[src/rtl/cache_types_pkg.sv]
// Shared types for the cache flush controller: FSM state encoding and address width.
package cache_types_pkg;

  localparam int ADDR_W = 32;

  typedef enum logic [2:0] {
    IDLE  = 3'd0,
    SCAN  = 3'd1,
    WRITE = 3'd2,
    CLEAR = 3'd3,
    DONE  = 3'd4
  } flush_state_e;

endpackage

[src/rtl/cache_flush_ctrl.sv]
// Walks every set, writes back dirty lines and clears them; pulses flush_done at the end.
// One SCAN cycle per set, plus (WRITE cycles + 1) per dirty line; WRITE stalls until wb_resp.
module cache_flush_ctrl
  import cache_types_pkg::*;
#(
  parameter int s_index  = 3,
  parameter int num_sets = 2 ** s_index,
  parameter int s_offset = 5
) (
  input  logic                                clk,
  input  logic                                rst_n,
  input  logic                                flush_req,
  output logic                                busy,
  output logic                                flush_done,
  output logic [s_index:0]                    flush_count,
  output logic [s_index-1:0]                  dirty_index,
  input  logic                                dirty_in,
  input  logic [ADDR_W-s_offset-s_index-1:0]  tag_in,
  output logic                                dirty_clr,
  output logic                                wb_write,
  output logic [ADDR_W-1:0]                   wb_addr,
  input  logic                                wb_resp
);

  localparam logic [s_index-1:0] LAST_IDX = s_index'(num_sets - 1);

  flush_state_e        state_q, state_d;
  logic [s_index-1:0]  idx_q, idx_d;
  logic [s_index:0]    count_q, count_d;

  always_ff @(posedge clk or negedge rst_n) begin
    if (!rst_n) begin
      state_q <= IDLE;
      idx_q   <= '0;
      count_q <= '0;
    end else begin
      state_q <= state_d;
      idx_q   <= idx_d;
      count_q <= count_d;
    end
  end

  always_comb begin
    state_d = state_q;
    idx_d   = idx_q;
    count_d = count_q;
    unique case (state_q)
      IDLE: begin
        if (flush_req) begin
          idx_d   = '0;
          count_d = '0;
          state_d = SCAN;
        end
      end
      SCAN: begin
        if (dirty_in) begin
          state_d = WRITE;
        end else if (idx_q == LAST_IDX) begin
          state_d = DONE;
        end else begin
          idx_d = idx_q + 1'b1;
        end
      end
      WRITE: begin
        if (wb_resp) state_d = CLEAR;
      end
      CLEAR: begin
        count_d = count_q + 1'b1;
        // The last set finishes straight from CLEAR so idx never wraps.
        if (idx_q == LAST_IDX) begin
          state_d = DONE;
        end else begin
          idx_d   = idx_q + 1'b1;
          state_d = SCAN;
        end
      end
      DONE:    state_d = IDLE;
      default: state_d = IDLE;
    endcase
  end

  always_comb begin
    busy       = (state_q != IDLE);
    flush_done = (state_q == DONE);
    wb_write   = (state_q == WRITE);
    dirty_clr  = (state_q == CLEAR);
    wb_addr    = '0;
    if (state_q == WRITE) wb_addr = {tag_in, idx_q, {s_offset{1'b0}}};
  end

  assign dirty_index = idx_q;
  assign flush_count = count_q;

endmodule

[config.mk]
export PLATFORM = sky130hd
export DESIGN_NAME = cache_flush_ctrl
export DESIGN_NICKNAME = d
export VERILOG_FILES = /design/src/rtl/cache_types_pkg.sv /design/src/rtl/cache_flush_ctrl.sv
export SDC_FILE = /design/constraint.sdc
export NUM_CORES = 1
export LEC_CHECK = 0
export BUFFER_PORTS_ARGS = -buffer_cell sky130_fd_sc_hd__buf_2
export CORE_ASPECT_RATIO = 0.7
export CORE_MARGIN = 10
export CORE_UTILIZATION = 38
export CTS_CLUSTER_SIZE = 14
export DETAILED_ROUTE_END_ITERATION = 8
export GPL_TIMING_DRIVEN = 0
export PLACE_DENSITY = 0.86
export SYNTH_ARGS = -nofsm -noshare
export SYNTH_HDL_FRONTEND = slang
export SYNTH_SLANG_ARGS = --single-unit
[constraint.sdc]
create_clock -name clk -period 1.9 [get_ports clk]
set_input_delay 0.095 -clock clk [delete_from_list [all_inputs] [get_ports clk]]
set_output_delay 0.095 -clock clk [all_outputs]
set_load 0.05 [all_outputs]
==> out/metrics.yaml <==
end_kind: "output port"
synth_area_um2: 858
power_frac_comb_pct: 73.3
total_leakage_power_uw: 0.000780
outcome: "completed"
cts_root_buf: "clkbuf_4"
place_ws_ps: 265
clock_tree.buffer_depth: 2
cts_tree: "done"
p_int_uw: 894
fin_area_um2: 1310
ios: 72
ir_worst_vdd_uv: 583
worst_path_largest_cell_delay_ps: 360
crit_path_start_kind: "register"
power.density_nw_per_um2: 1720
coreArea_um2: 2150
cts_max_level: 1
finalSetupTns_ps: 0
ant_nets: 0
setup_viol: 0
slowest_stage: "dfrtp_1"
placed_cell_area_um2: 1250
finalPower_uw: 2250
path_clk_slew_ps: 70
synth_cell_types: 33
critPathLaunch: "state_q[2]"
clock-sinks: 10
ff2ff_path_depth: 4
drc: 0
gp_congestion: 0.876
clock_skew_ps: 6.15
io_buffers: 66
cap_viol_max_count: 0
switching_share_pct: 60.2
r2r-end: "dirty_index[0]"
ys_warn_count: 0
grt_pass1_wl_um: 4400
criticalPathCategory: "reg -> out"
pwr-share-seq_pct: 18.1
rr_startpoint: "dirty_index[0]"
ys.flop_type: "dfrtp_1"
fin_ws_ps: 104
diodes: 0
required_ps: 1800
async_flop_share_pct: 100
r2r_slack_ps: 410
ys_seq_area_share_pct: 29.2
vias: 943
cp_cell_sequence: "buf_2 -> nor3b_4 -> buf_2 -> and2_1 -> buf_2"
wirelength_um: 2990
grt_pass1_vias: 923
die_w_um: 76.8
hold_class: "in -> async"
clockPowerShare_pct: 8.6
p_switching_uw: 1350
drive_gt1_share_pct: 48.3
syn_area_per_cell_um2: 8.58
post_drt_wl_per_cell_um: 14.4
die-area_um2: 4590
fin_crit_sh_pct: 94.5
insertion_delay_ps: 270
fin_crit_ps: 1800
dieHeight_um: 59.8
numCtsBuffers: 3
grt_overflow_total: 0
grt_max_degree: 11
finalMaxSlewViolations: 0
fin_nets: 209
timing.hold.ws_ps: 209
cpMostUsedCell: "buf_2"
hold_viol: 0
synthCells: 100
fmax_mhz: 557
drt-initial-drc-count: 40
cp_data_arrival_time_ps: 1700
synth_edf_count: 0
antenna_found_initial: 0
grt_usage_pct: 11.6
rsz0062_at_grt: "false"
avgViaCountPerCell: 4.53
rows: 14
crit_fanout: 10
area_delta_synth_final_pct: 52.3
dr.pass1.iters: 4
ys_seq_elements: 10
initial_core_util_pct: 39.8
-- per-stage QoR --
stage / utilization (%) / instances
finish: 60.7 / 208
global route: 60.7 / 208
CTS: 60.5 / 208
detailed placement: 58.0 / 202
global placement: 58.0 / 202
floorplan: - / 104
-- what timing repair did --
action                                  CTS  global route
gates resized for setup                   0             2
hold buffers                              1             0
endpoints found under the setup margin   19             2
pin swaps                                 1             0
buffers inserted                          1             0
hold endpoints to repair                 10             0
-- synthesized netlist by cell type, types with 3 or more instances --
master    number  area share [%]
nand2_1        4             1.7
ha_1           3             4.4
a21oi_1        4             2.3
buf_4          6             5.2
buf_2          3             1.7
and2_1        27              20
o211ai_1       3             2.6
dfrtp_1       10              29
nor2b_1        3             2.2
nor2_1         8             3.5
-- critical path: cells and delay by family, from the launching register on --
family        cells  cell delay [ps]
buf+inv           3              670
simple gates      2              400
flops             1              360
-- cells in the final DEF, fill, tap and decap left out, types with 3 or more instances in the layout --
cell	n
buf_2	67
and2_1	27
dfrtp_1	10
nor2_1	8
buf_4	7
conb_1	5
clkbuf_4	5
nand2_1	4
a21oi_1	4
o211ai_1	3
nor2b_1	3
ha_1	3
-- routing by layer --
metal  wire, um  part of all wire [%]  track usage, %
met1       1050                    35            11.0
met2       1730                    58            23.4
met3        164                   5.5            3.59
met4         52                   1.7            4.49
met5          0                     0               0
-- power groups by stage --
| stage | Clock, uW | Combinational (uW) | Sequential, uW |
|---|---|---|---|
| 2_1_floorplan | 0 | 1090 | 579 |
| 3_3_place_gp | 0 | 1590 | 397 |
| 3_5_place_dp | 0 | 1630 | 407 |
| 4_1_cts | 199 | 1650 | 404 |
| 5_1_grt | 212 | 1740 | 419 |
| 6_report | 194 | 1650 | 406 |
-- cell type report --
cell class	instances	area [um2]
buffer	12	78.8
clock buffer	4	36.3
fill	199	847
multi-input combinational	82	549
sequential	10	250
tap	32	40.0
timing repair buffer	68	353
-- sequential cells by signal (all words and copies together), names as in the netlist --
name	cells
dirty_index	3
flush_count	4
state_q	3
-- cell families after synthesis --
kind of cell / synth area share [%]
buf+inv: 9.18
simple gates: 43.3
compound gates: 11.2
mux: 2.33
flops: 29.2
other cells: 0.437
fa+ha+maj: 4.37
-- worst max path at each step --
stage | slack, ps | to | cells past startpoint
2_1_floorplan | 200 | wb_addr[22] | 4
3_5_place_dp | 260 | wb_addr[24] | 5
6_report | 100 | wb_addr[24] | 5
4_1_cts | 80 | wb_addr[24] | 5
3_3_place_gp | 340 | wb_addr[30] | 5
5_1_grt | 4 | wb_addr[23] | 5
(Power assumes the default switching activity.)
